### src/rtl/as2650_core.sv
// as2650_core: reduced Signetics 2650 CPU driving a multiplexed 8-bit address/data bus.
// Build option: define AS2650_DAR_EN to implement DAR (94-97); otherwise those opcodes are NOPs.
module as2650_core (
  input  logic       wb_clk_i,
  input  logic       wb_rst_i,
  input  logic [7:0] bus_in,
  output logic [7:0] bus_out,
  output logic       bus_dir,
  output logic       le_hi,
  output logic       le_lo,
  output logic       OEb,
  output logic       WEb,
  input  logic       sense,
  output logic       flag,
  output logic       carry,
  output logic       idc
);
  typedef enum logic [2:0] {S_IDLE1, S_IDLE2, S_AHI, S_ALO, S_READ, S_WRITE} state_t;

  state_t      state_reg, state_next;
  logic [15:0] pc_reg, addr_reg, access_addr;
  logic [7:0]  hi_reg, ir_reg, wdata_reg, psl_reg, psl_next;
  logic [6:0]  psu_reg, psu_next;
  logic        hi_valid_reg, arg_reg, write_reg;
  logic [7:0]  regs_reg [4];
  logic [7:0]  op, imm, rv, r0v, add_a, add_b, wr_val;
  logic [8:0]  sum9;
  logic [1:0]  wr_idx;
  logic        wr_en, cin, rot_c, two_byte, do_exec, strr_exec, start_access;
  logic        unused_sense;

  // PSU bit 7 mirrors the pin; no instruction in this subset reads PSU back.
  assign unused_sense = sense;

  // During an operand read the opcode comes from ir_reg, otherwise straight off the bus.
  assign op  = arg_reg ? ir_reg : bus_in;
  assign imm = bus_in;
  assign rv  = regs_reg[op[1:0]];
  assign r0v = regs_reg[0];

  assign two_byte = (op[7:2] == 6'b000001) || (op[7:2] == 6'b100001) ||
                    (op[7:2] == 6'b110010) || (op[7:2] == 6'b011101);
  assign do_exec      = (state_reg == S_READ) && (arg_reg || !two_byte);
  assign strr_exec    = (state_reg == S_READ) && arg_reg && (ir_reg[7:2] == 6'b110010);
  assign start_access = (state_reg == S_IDLE2) || (state_reg == S_READ) || (state_reg == S_WRITE);

  assign cin   = psl_reg[3] & psl_reg[0];
  assign add_a = op[2] ? rv : r0v;
  assign add_b = op[2] ? imm : rv;
  assign sum9  = {1'b0, add_a} + {1'b0, add_b} + {8'b0, cin};

  always_comb begin
    wr_en    = 1'b0;
    wr_idx   = op[1:0];
    wr_val   = 8'h00;
    rot_c    = psl_reg[0];
    psl_next = psl_reg;
    psu_next = psu_reg;
    if (do_exec) begin
      casez (op)
        8'b0000_00??: begin wr_en = 1'b1; wr_idx = 2'd0; wr_val = rv; end
        8'b0000_01??: begin wr_en = 1'b1; wr_val = imm; end
        8'b1100_0000: ;
        8'b1100_00??: begin wr_en = 1'b1; wr_val = r0v; end
        8'b?101_00??: begin
          wr_en = 1'b1;
          if (psl_reg[3]) begin
            if (op[7]) {rot_c, wr_val} = {rv, psl_reg[0]};
            else       {wr_val, rot_c} = {psl_reg[0], rv};
            psl_next[0] = rot_c;
            psl_next[5] = wr_val[5];
          end else begin
            wr_val = op[7] ? {rv[6:0], rv[7]} : {rv[0], rv[7:1]};
          end
        end
        8'b1000_0???: begin
          wr_en       = 1'b1;
          wr_idx      = op[2] ? op[1:0] : 2'd0;
          wr_val      = sum9[7:0];
          psl_next[0] = sum9[8];
          // carry into bit 4 recovered from the sum and operand bits
          psl_next[5] = sum9[4] ^ add_a[4] ^ add_b[4];
          psl_next[2] = (add_a[7] == add_b[7]) && (sum9[7] != add_a[7]);
        end
`ifdef AS2650_DAR_EN
        8'b1001_01??: begin
          wr_en  = 1'b1;
          wr_val = {rv[7:4] + (psl_reg[0] ? 4'h0 : 4'hA), rv[3:0] + (psl_reg[5] ? 4'h0 : 4'hA)};
        end
`endif
        8'b0111_01??: begin
          case (op[1:0])
            2'd0:    psu_next = psu_reg & ~imm[6:0];
            2'd1:    psl_next = psl_reg & ~imm;
            2'd2:    psu_next = psu_reg | imm[6:0];
            default: psl_next = psl_reg | imm;
          endcase
        end
        default: ;
      endcase
      if (wr_en) psl_next[7:6] = (wr_val == 8'h00) ? 2'b00 : (wr_val[7] ? 2'b10 : 2'b01);
    end
  end

  // Next bus cycle: ADDR_HI is skipped while the latched high byte still matches.
  always_comb begin
    access_addr = pc_reg;
    if (state_reg == S_READ)
      access_addr = strr_exec ? pc_reg + 16'd1 + {{9{imm[6]}}, imm[6:0]} : pc_reg + 16'd1;
    case (state_reg)
      S_IDLE1: state_next = S_IDLE2;
      S_AHI:   state_next = S_ALO;
      S_ALO:   state_next = write_reg ? S_WRITE : S_READ;
      default: state_next = (!hi_valid_reg || access_addr[15:8] != hi_reg) ? S_AHI : S_ALO;
    endcase
  end

  always_ff @(posedge wb_clk_i) begin
    if (wb_rst_i) state_reg <= S_IDLE1;
    else          state_reg <= state_next;
  end

  always_ff @(posedge wb_clk_i) begin
    if (wb_rst_i) begin
      pc_reg       <= 16'h0000;
      addr_reg     <= 16'h0000;
      hi_reg       <= 8'h00;
      hi_valid_reg <= 1'b0;
      ir_reg       <= 8'h00;
      wdata_reg    <= 8'h00;
      arg_reg      <= 1'b0;
      write_reg    <= 1'b0;
      psl_reg      <= 8'h00;
      psu_reg      <= 7'h00;
      for (int i = 0; i < 4; i++) regs_reg[i] <= 8'h00;
    end else begin
      psl_reg <= psl_next;
      psu_reg <= psu_next;
      if (wr_en) regs_reg[wr_idx] <= wr_val;
      if (state_reg == S_AHI) begin
        hi_reg       <= addr_reg[15:8];
        hi_valid_reg <= 1'b1;
      end
      if (start_access) begin
        addr_reg  <= access_addr;
        write_reg <= strr_exec;
      end
      if (state_reg == S_READ) begin
        pc_reg  <= pc_reg + 16'd1;
        arg_reg <= !arg_reg && two_byte;
        if (!arg_reg) ir_reg <= bus_in;
      end
      if (strr_exec) wdata_reg <= rv;
    end
  end

  // Latch enables are gated with the clock so they fall mid-cycle.
  always_comb begin
    bus_out = 8'h00;
    bus_dir = 1'b0;
    le_hi   = 1'b0;
    le_lo   = 1'b0;
    OEb     = 1'b1;
    WEb     = 1'b1;
    case (state_reg)
      S_AHI:   begin bus_out = addr_reg[15:8]; le_hi = wb_clk_i; end
      S_ALO:   begin bus_out = addr_reg[7:0];  le_lo = wb_clk_i; end
      S_READ:  begin OEb = 1'b0; bus_dir = 1'b1; end
      S_WRITE: begin WEb = 1'b0; bus_out = wdata_reg; end
      default: ;
    endcase
  end

  assign flag  = psu_reg[6];
  assign carry = psl_reg[0];
  assign idc   = psl_reg[5];
endmodule

### config.mk
export PLATFORM = sky130hd
export DESIGN_NAME = as2650_core
export DESIGN_NICKNAME = d
export VERILOG_FILES = /design/src/rtl/as2650_core.sv
export SDC_FILE = /design/constraint.sdc
export NUM_CORES = 1
export LEC_CHECK = 0
export ABC_AREA = 1
export CORE_MARGIN = 2
export CORE_UTILIZATION = 30
export CTS_BUF_LIST = sky130_fd_sc_hd__clkbuf_4
export DETAILED_ROUTE_END_ITERATION = 10
export RECOVER_POWER = 50
export SYNTH_ARGS = -nofsm -noshare
export SYNTH_HDL_FRONTEND = slang
export SYNTH_SLANG_ARGS = --single-unit
### constraint.sdc
create_clock -name wb_clk_i -period 6.3 [get_ports wb_clk_i]
set_input_delay 1.26 -clock wb_clk_i [delete_from_list [all_inputs] [get_ports wb_clk_i]]
set_output_delay 1.26 -clock wb_clk_i [all_outputs]
set_load 0.05 [all_outputs]
==> impl_results.md <==
- Outcome: finished with violations
- Failing checks: capacitance limit, slew limit
- Slowest stage delay, CP: 0.70 ns
- FF+latch count, synth: 98
- Worst slew pin tran: between 2 and 2.5 ns
- Max-Cap Viols: 3
- Final Hold Vio Count: 0
- Final HPWL DP: 15.87 mm
- # IOs: 27
- Residual DRC: 0
- Gp weighted congestion: 0.9066
- Post-synthesis cell count: 1026
- Cell Area, Placed: 7500 µm²
- Post-Layout Inst Area: approximately 7600 µm²
- Sequential-to-total area share from yosys stat: between 30 and 40%
- 1st-iter DRT viols: 491
- Rel. slew slack: -52.14%
- Layout Area Growth over Synthesis: 9.338%
- Fmax: 177.1 MHz
- Detailed-router iteration count before antenna repair: 5
- Clk buf depth: 2
- Sequential power share: 52.6%
- Total Nets Final: ~1.1k
- RSZ-0062 raised after global routing: no
- Die Wd: 156.3 µm
- Pwr/cell area: around 170 nW/µm²
- Worst path cell trace: clkbuf_4 > clkbuf_4 > inv_1 > nor2_1 > clkdlybuf4s50_1
- Root buffer cell: clkbuf_4
- Post-layout minimum cycle time: 5.660 ns
- Post-synth top flop: dfxtp_1
- Critical path's most frequent cell: clkbuf_4
- Ys Warns: 0
- Vias: just under 7k
- Final Cycle Share: 89.84%
- Layout cells sized above 1: 6.673%
- Slowest cell on crit path: clkdlybuf4s50_1
- Initial antenna violation count: 2
- Switching Fraction: 33.09%
- Via-to-Cell Ratio: 5.083
- WHS: 0.4834 ns
- Avg Inst Size Synth: approximately 6.8 µm²
- Crit path kind: clk2out
- Max reg flops: 32
- GR Util All Layers: 17.87%
- Crit Path Max Fanout: 15
- P_int: around 0.00088 W
- Worst-path clk slew: 0.15 ns
- Global-route wire length before repair: 33.96 mm
- Post-DRT Antenna Nets: 0
- Startpoint Class: clock port
- CTS tree: yes
- Post-cts resize count: 0
- I/O Buffers: 25
- WP data arrival: roughly 4.4 ns
- Vias in the first global route: 6320
- Post-synth EDFFs: 32
- Setup Viol. Count Final: 0
- Htree depth: 3
- Clock buffer count from CTS: 9
- CP required: 5.04 ns
- Area of the mapped netlist: 6954 µm²
- Worst-Skew Late Latency: 0.49 ns
- Pin count of the biggest net entering global routing: 42
- Syn nets: 1064
- Gate power share: 18.9%
- Post-Route Skew: 0.01303 ns
- Setup TNS: 0 ns
- Layout Utilization: between 30 and 40%
- Clock share of power: 28.5%
- Fill count: about 2.5k
- Worst min path class: reg2reg
- Leakage power: about 3.4 nW
- Die ar.: 24410 µm²
- Setup Buffers After CTS: 0
- Overflow after GRT: 0
- Maximum VDD drop: 0.07431 mV
- Die Y: 156.3 µm
- WL/cell: about 16 µm
- FP Rows: 55
- Async SR Flop Fraction: 0%
- PnR Total Power: about 0.0013 W
- Net Switching: 0.0004361 W
- Core area: roughly 23000 µm²
- Initial Util: 30.62%
- Distinct cells, synth: 55
- Total Wirelength: 21.23 mm
- Max-slew violation count: 89
- # hold bufs at CTS: 0
- Worst setup EP type: output pin
## logic make-up after synthesis
family,synth area share [%]
and+or+nand+nor,30.35
AOI/OAI and AO/OA,19.59
buffers and inverters,10.54
DFF,32.82
adders and majority gates,5.182
xor gates and xnor gates,1.511
## final timing paths
path                    end  cells past startpoint       from  slack [ns]
min reg2reg       hi_reg[0]                      2  hi_reg[0]        0.48
max reg2reg  regs_reg[0][2]                     10    arg_reg        1.25
max                   le_hi                      5   wb_clk_i        0.64
min               hi_reg[0]                      2  hi_reg[0]        0.48
## power by group through the flow
stage                     clock network, W  registers (W)  logic [W]
after floorplan                  0.0000108       0.000700   0.000178
after global placement           0.0000138       0.000706   0.000249
after detailed placement         0.0000138       0.000707   0.000250
after CTS                         0.000388       0.000693   0.000252
after global routing              0.000410       0.000697   0.000279
final                             0.000376       0.000693   0.000249
## cell type report
type	count	area (µm²)	share of cell area [%]
antenna	3	7.507	0.09873
clock buffer	11	87.58	1.152
clock inverter	9	80.08	1.053
inverter	161	604.3	7.948
multi-input combinational	739	3909	51.41
sequential	98	2282	30.01
tap	285	356.6	4.690
timing repair buffer	31	276.5	3.637
## critical path: cells and delay by family
family	cells	cell delay [ns]
AND/OR/NAND/NOR	1	0.04
buffers and inverters	4	1.20
## cell usage in the layout, fill, tap and decap left out, types with 4 or more instances in the layout
| master | n |
|---|---|
| a21oi_1 | 69 |
| a22oi_1 | 6 |
| buf_4 | 6 |
| clkbuf_4 | 9 |
| clkdlybuf4s50_1 | 18 |
| dfxtp_1 | 66 |
| dlygate4sd3_1 | 6 |
| edfxtp_1 | 32 |
| ha_1 | 24 |
| inv_1 | 151 |
| inv_2 | 11 |
| nand2_1 | 259 |
| nand2_2 | 5 |
| nand3_1 | 62 |
| nand3b_1 | 5 |
| nand4_1 | 13 |
| nor2_1 | 96 |
| nor2_2 | 6 |
| nor3_1 | 16 |
| o211ai_1 | 26 |
| o21a_1 | 6 |
| o21ai_0 | 67 |
| o21bai_1 | 4 |
| o221ai_1 | 6 |
| or2_2 | 9 |
| xor2_1 | 12 |
## through the flow
stage / worst slack, ns / cells
floorplan: 1.653 / 1026
global placement: 0.7641 / 1317
detailed placement: 0.7797 / 1317
CTS: 0.6178 / 1334
global route: 0.3222 / 1336
finish: 0.6402 / 1337
## metal layers
metal,global-route usage [%],routed length (µm),vias to the layer above
met5,0,0,-
met4,7.121,632,0
met3,2.299,1153,38
met2,28.19,9504,184
met1,24.76,9936,3154
li1,-,-,3420
## cell usage after synthesis (3+ instances only)
cell | number | share of area (%)
o22ai_1 | 3 | 0.27
o2111ai_1 | 3 | 0.38
o211ai_1 | 26 | 2.8
inv_1 | 149 | 8.0
nand3b_1 | 5 | 0.54
nor2_1 | 97 | 5.2
xor2_1 | 12 | 1.5
o221ai_1 | 4 | 0.50
a22oi_1 | 6 | 0.65
nand4_1 | 13 | 1.2
fa_1 | 3 | 0.86
nor3_1 | 16 | 1.2
buf_1 | 4 | 0.22
inv_2 | 11 | 0.59
o21ai_1 | 3 | 0.22
buf_2 | 4 | 0.29
o21ai_0 | 65 | 4.7
ha_1 | 24 | 4.3
o21a_1 | 6 | 0.65
nand3_1 | 61 | 4.4
a21oi_1 | 68 | 4.9
nand2_1 | 259 | 14
nand3_2 | 4 | 0.58
or2_2 | 9 | 0.81
nand2_2 | 5 | 0.45
a31oi_1 | 3 | 0.27
o21ai_2 | 5 | 0.63
dfxtp_1 | 66 | 19
o21bai_1 | 4 | 0.43
nor2_2 | 5 | 0.45
edfxtp_1 | 32 | 14
clkbuf_1 | 17 | 0.92
(Power assumes the default switching activity.)
